## config.mk

```make
export PLATFORM = sky130hd
export DESIGN_NAME = serial_shift_engine
export DESIGN_NICKNAME = d
export VERILOG_FILES = /design/src/rtl/serial_shift_engine_pkg.sv /design/src/rtl/shift_bit_counter.sv /design/src/rtl/serial_shift_engine.sv
export SDC_FILE = /design/constraint.sdc
export NUM_CORES = 1
export LEC_CHECK = 0
export CORE_UTILIZATION = 45
export DETAILED_ROUTE_END_ITERATION = 10
export MAX_ROUTING_LAYER = met4
export PLACE_DENSITY = 0.78
export SYNTH_ARGS = -nofsm -noshare
export SYNTH_HDL_FRONTEND = slang
export SYNTH_SLANG_ARGS = --single-unit
```

## constraint.sdc

```tcl
create_clock -name clk -period 1.76 [get_ports clk]
set_clock_uncertainty 0.15 [all_clocks]
set_input_delay 0.264 -clock clk [delete_from_list [all_inputs] [get_ports clk]]
set_output_delay 0.264 -clock clk [all_outputs]
set_load 0.1 [all_outputs]
```

## src/rtl/serial_shift_engine_pkg.sv

```systemverilog
// rtl/serial_shift_engine_pkg.sv - shared constants, state encoding and clog2 helper
package serial_shift_engine_pkg;

  localparam logic [1:0] S_IDLE  = 2'd0;
  localparam logic [1:0] S_SHIFT = 2'd1;
  localparam logic [1:0] S_DONE  = 2'd2;

  typedef enum logic [1:0] {
    ST_IDLE  = S_IDLE,
    ST_SHIFT = S_SHIFT,
    ST_DONE  = S_DONE
  } state_e;

  localparam int          DEF_WIDTH        = 8;
  localparam logic [31:0] DEF_LOAD_DEFAULT = 32'h0000_00A5;

  // Smallest r with 2**r >= v.
  function automatic int clog2(input int v);
    int r;
    r = 0;
    for (int i = 0; i < 32; i++) begin
      if ((1 << r) < v) r = r + 1;
    end
    return r;
  endfunction

endpackage

```

## src/rtl/shift_bit_counter.sv

```systemverilog
// rtl/shift_bit_counter.sv - bit counter with clear, increment enable and saturation
// Ports:
//   clk, reset   : clock, synchronous active-high reset
//   clr_i        : synchronous clear (wins over inc_i)
//   inc_i        : increment enable; holds once count reaches WIDTH
//   count_o      : current count
//   terminal_o   : high when the next increment makes count equal WIDTH
module shift_bit_counter #(
  parameter int WIDTH = 8,
  parameter int CNT_W = 4
) (
  input  logic             clk,
  input  logic             reset,
  input  logic             clr_i,
  input  logic             inc_i,
  output logic [CNT_W-1:0] count_o,
  output logic             terminal_o
);

  logic [CNT_W-1:0] count_q, count_d;

  always_comb begin
    count_d = count_q;
    if (clr_i) begin
      count_d = '0;
    end else if (inc_i && (count_q != CNT_W'(WIDTH))) begin
      count_d = count_q + 1'b1;
    end
  end

  always_ff @(posedge clk) begin
    if (reset) count_q <= '0;
    else       count_q <= count_d;
  end

  assign count_o    = count_q;
  assign terminal_o = (count_q == CNT_W'(WIDTH - 1));

endmodule

```

## src/rtl/serial_shift_engine.sv

```systemverilog
// rtl/serial_shift_engine.sv - framed, direction-selectable shift register with word-done strobe
// Optional macro SERIAL_SHIFT_ENGINE_PARITY_EN adds output parityOdd (XOR of completed word).
// Ports:
//   clk, reset        : clock, synchronous active-high reset
//   peripheralClkEdge : one-cycle shift strobe
//   parallelLoad      : one-cycle load strobe, starts a word
//   useDefault        : load LOAD_DEFAULT instead of parallelDataIn
//   parallelDataIn    : load value
//   serialDataIn      : bit shifted in per strobe
//   msbFirst          : 1 = shift left, 0 = shift right
//   parallelDataOut   : register contents
//   serialDataOut     : outgoing bit for the active direction
//   bitCount          : bits shifted in the current word
//   busy              : high while in SHIFT
//   parityOdd         : (optional) parity of completed word
//   wordDone          : one-cycle completion pulse
module serial_shift_engine
  import serial_shift_engine_pkg::*;
#(
  parameter int               WIDTH        = DEF_WIDTH,
  parameter logic [WIDTH-1:0] LOAD_DEFAULT = WIDTH'(DEF_LOAD_DEFAULT)
) (
  input  logic                        clk,
  input  logic                        reset,
  input  logic                        peripheralClkEdge,
  input  logic                        parallelLoad,
  input  logic                        useDefault,
  input  logic [WIDTH-1:0]            parallelDataIn,
  input  logic                        serialDataIn,
  input  logic                        msbFirst,
  output logic [WIDTH-1:0]            parallelDataOut,
  output logic                        serialDataOut,
  output logic [clog2(WIDTH+1)-1:0]   bitCount,
  output logic                        busy,
`ifdef SERIAL_SHIFT_ENGINE_PARITY_EN
  output logic                        parityOdd,
`endif
  output logic                        wordDone
);

  localparam int CNT_W = clog2(WIDTH + 1);

  state_e           state_q, state_d;
  logic [WIDTH-1:0] reg_q, reg_d;
  logic             mode_q, mode_d;
  logic             done_q, done_d;
  logic             cnt_clr, cnt_inc, cnt_terminal;
  logic             active_msb;
  logic [WIDTH-1:0] shifted;

  shift_bit_counter #(
    .WIDTH (WIDTH),
    .CNT_W (CNT_W)
  ) u_cnt (
    .clk        (clk),
    .reset      (reset),
    .clr_i      (cnt_clr),
    .inc_i      (cnt_inc),
    .count_o    (bitCount),
    .terminal_o (cnt_terminal)
  );

  // IDLE follows the live direction input; a word uses the direction captured at load.
  assign active_msb = (state_q == ST_IDLE) ? msbFirst : mode_q;
  assign shifted    = active_msb ? {reg_q[WIDTH-2:0], serialDataIn}
                                 : {serialDataIn, reg_q[WIDTH-1:1]};

  always_comb begin
    state_d = state_q;
    reg_d   = reg_q;
    mode_d  = mode_q;
    done_d  = 1'b0;
    cnt_clr = 1'b0;
    cnt_inc = 1'b0;
    if (parallelLoad) begin
      // Load wins over a coincident shift strobe.
      reg_d   = useDefault ? LOAD_DEFAULT : parallelDataIn;
      mode_d  = msbFirst;
      cnt_clr = 1'b1;
      state_d = ST_SHIFT;
    end else if (peripheralClkEdge) begin
      case (state_q)
        ST_IDLE: reg_d = shifted;
        ST_SHIFT: begin
          reg_d   = shifted;
          cnt_inc = 1'b1;
          if (cnt_terminal) begin
            state_d = ST_DONE;
            done_d  = 1'b1;
          end
        end
        default: ;
      endcase
    end
  end

  always_ff @(posedge clk) begin
    if (reset) begin
      state_q <= ST_IDLE;
      reg_q   <= '0;
      mode_q  <= 1'b1;
      done_q  <= 1'b0;
    end else begin
      state_q <= state_d;
      reg_q   <= reg_d;
      mode_q  <= mode_d;
      done_q  <= done_d;
    end
  end

`ifdef SERIAL_SHIFT_ENGINE_PARITY_EN
  logic par_q, par_d;

  always_comb begin
    par_d = par_q;
    if (parallelLoad)  par_d = 1'b0;
    else if (done_d)   par_d = ^shifted;
  end

  always_ff @(posedge clk) begin
    if (reset) par_q <= 1'b0;
    else       par_q <= par_d;
  end

  assign parityOdd = par_q;
`endif

  assign parallelDataOut = reg_q;
  assign serialDataOut   = active_msb ? reg_q[WIDTH-1] : reg_q[0];
  assign busy            = (state_q == ST_SHIFT);
  assign wordDone        = done_q;

endmodule

```

==> metrics.md <==
| Metric | Value |
|---|---|
| Crit path DAT | `between 1.5 and 2 ns` |
| Layout cells sized above 1 | `31.51%` |
| VDD IR-drop max | `0.0005228 V` |
| Area fraction in compound gates after synthesis | `about a fifth` |
| Pre-CTS setup slack | `-0.1378 ns` |
| GRT Residual Overflow | `0` |
| Mux share of post-synthesis cell area | `12.52%` |
| Combinational Power Share | `39.9%` |
| Non-filler instance count after layout | `171` |
| Sequential Power Share | `roughly 40%` |
| P_sw | `approximately 0.00039 W` |
| Warning count from the yosys run | `0` |
| Vias in the first global route | `about 890` |
| Starting Density | `50.52%` |
| Crit path capture type | `output pin` |
| CTS Buf Count | `3` |
| Total track usage | `around 28%` |
| Synth top area cells | `dfxtp_1 (35%), a21oi_1 (8.2%), mux2i_1 (7.6%)` |
| CP Class | `flop to output pin` |
| Clk pwr share | `19.2%` |
| Reg2reg setup slack | `0.19 ns` |
| Min-Delay Path Class | `input pin to flop` |
| Sw Share | `a little under two fifths` |
| Failing checks | `negative setup slack` |
| Bufs on Longest Clock Path | `2` |
| Drt pass-1 iters | `4` |
| Final slew viol count | `0` |
| Die Y | `47.21 um` |
| Setup WS post-layout | `-0.1791 ns` |
| Antenna cell count | `0` |
| Largest family of logic cells by synthesized area | `simple AND/OR/NAND/NOR gates` |
| Syn Area/Cell | `8.515 um2` |
| Die area | `about 2200 um2` |
| CTS Sinks | `16` |
| H-tree levels | `1` |
| Final Hold Vio Count | `0` |
| Net Count, Synth | `125` |
| Synthesis-stage register bit count | `16` |
| Leakage | `0.5953 nW` |
| Final setup fails | `1` |
| Most frequent cells in the layout | `a21oi_1 (15), buf_12 (15), nor2_1 (14), clkdlybuf4s50_1 (14), buf_4 (11)` |
| Via Count | `between 900 and 1k` |
| Status | `complete, but fails checks` |
| Internal | `0.0006350 W` |
| CTS root buffer | `clkbuf_4` |
| Seq/Total Area, Yosys | `34.83%` |
| Xor/xnor cell area share of the yosys netlist | `2.857%` |
| Slew margin rel. | `74.78%` |
| Dominant cell type by area after synthesis | `dfxtp_1` |
| Worst-path clk slew | `0.09 ns` |
| Largest net degree at the start of global routing | `11` |
| Crit share post-route | `110.2%` |
| Startpoint types | `flop` |
| DRC violations left | `0` |
| Gpl congestion | `0.8897` |
| Vias per inst | `5.608` |
| Routed wire length | `2561 um` |
| Synth top area share | `34.83%` |
| Nets | `165` |
| Unrepaired setup endpoints after global routing | `yes` |
| Critical-path maximum fanout | `2` |
| Die width | `47.21 um` |
| Synthesis-to-layout area growth | `62.18%` |
| Clk_lat worst skew | `0.29 ns` |
| Wirelength per Cell | `14.98 um` |
| Cells after Synth | `about 110` |
| Ports | `30` |
| Max cap viols | `0` |
| CTS tree | `done` |
| Post-Synth Simple-Gate Area | `~22%` |
| Core Region | `between 1500 and 2000 um2` |
| Drt initial violations | `22` |
| Final worst path period need | `1.939 ns` |
| Synth Cell Area | `919.6 um2` |
| Synth unique cells | `34` |
| Peak Freq | `515.7 MHz` |
| Critical path required time | `1.35 ns` |
| Worst-margin pin slew | `0.3744 ns` |
| P per Cell Area | `around 680 nW/um2` |
| Row count | `15` |
| First-pass GRT wire length | `4119 um` |
| Inst Count DP | `167` |
| Port Buf Inserts | `29` |
| Post-detail-place hpwl | `2027 um` |
| Synth Area in Adders | `2.721%` |
| Initial antenna violation count | `0` |
| Post-DRT Antenna Nets | `0` |
==> critical path, cell delays in order, from the launching register on <==
cell	delay, ns
dfxtp_2	0.34
nor2_4	0.14
mux2i_4	0.25
mux2_4	0.33
buf_12	0.17
==> layer usage <==
layer	vias up	routed length [um]	part of all wire, %	track usage [%]
li1	463	-	-	-
met1	442	1072	42	34.55
met2	52	1275	50	44.44
met3	2	199	7.8	5.769
met4	0	14	0.55	11.43
met5	-	0	0	-
==> power groups by stage <==
stage / Sequential [W] / Clock, W / Combinational [W]
floorplan: 0.000521 / 0 / 0.000136
global placement: 0.000422 / 0 / 0.000397
detailed placement: 0.000423 / 0 / 0.000404
CTS: 0.000416 / 0.000197 / 0.000408
global route: 0.000419 / 0.000216 / 0.000426
finish: 0.000417 / 0.000196 / 0.000408
==> Yosys cell counts, drive strengths merged <==
| cell type | n |
|---|---|
| a2111oi | 1 |
| a211o | 1 |
| a21oi | 15 |
| a221oi | 3 |
| a311o | 1 |
| and2 | 1 |
| and3b | 1 |
| buf | 3 |
| clkbuf | 2 |
| dfxtp | 16 |
| ha | 2 |
| inv | 3 |
| mux2 | 2 |
| mux2i | 8 |
| nand2 | 2 |
| nand2b | 6 |
| nand3b | 1 |
| nand4 | 1 |
| nand4b | 1 |
| nor2 | 15 |
| nor2b | 5 |
| nor3 | 1 |
| o211ai | 1 |
| o21ai | 9 |
| o32ai | 1 |
| or2 | 1 |
| or3 | 2 |
| xnor2 | 1 |
| xor2 | 2 |
==> sequential cells by signal, summed over array words and instances, names as in the netlist <==
signal           flops
parallelDataOut      8
wordDone             1
state_q              2
mode_q               1
u_cnt.count_o        4
==> cell families (layout without fill, tap and decap cells) <==
family                     Yosys count  in the layout
AOI/OAI and AO/OA                   32             32
buffers and inverters                8             46
xor gates and xnor gates             3              3
DFF                                 16             16
muxes                               10             10
adders and majority gates            2              2
and+or+nand+nor                     37             37
==> final timing paths <==
| kind | from | to | cells after the start |
|---|---|---|---|
| max | state_q[1]$_SDFFE_PP0P_ | serialDataOut | 4 |
| min | parallelDataIn[4] | parallelDataOut[4]$_SDFFE_PP0P_ | 3 |
| max reg2reg | state_q[1]$_SDFFE_PP0P_ | parallelDataOut[7]$_SDFFE_PP0P_ | 6 |
| min reg2reg | parallelDataOut[6]$_SDFFE_PP0P_ | parallelDataOut[5]$_SDFFE_PP0P_ | 2 |
==> layout make-up <==
type                            instances  area, um2
Multi-Input combinational cell         84      570.5
Timing Repair Buffer                   40      523.0
Sequential cell                        16      332.8
Fill cell                             115      329.1
Tap cell                               25      31.28
Clock buffer                            3      22.52
Inverter                                3      11.26
==> what timing repair did <==
item,CTS,global route
gates resized for setup,1,1
gates cloned,0,0
pin swaps,1,0
endpoints found under the setup margin,1,1
buffers inserted,1,0
hold buffers,0,0
==> stage by stage <==
stage	hold slack (ns)	cell area, um2	setup TNS, ns	total power [W]	util [%]
after detailed placement	0.4067	1459	-0.2973	0.0008277	80.14
after CTS	0.4068	1490	-0.1813	0.001020	81.86
after floorplan	0.2319	935.9	0	0.0006569	-
after global placement	0.3914	1459	-0.1586	0.0008195	80.14
after global routing	0.4168	1491	-0.2338	0.001062	81.92
final	0.4157	1491	-0.1791	0.001020	81.92
Note: power is estimated with default switching activity, not from simulation.
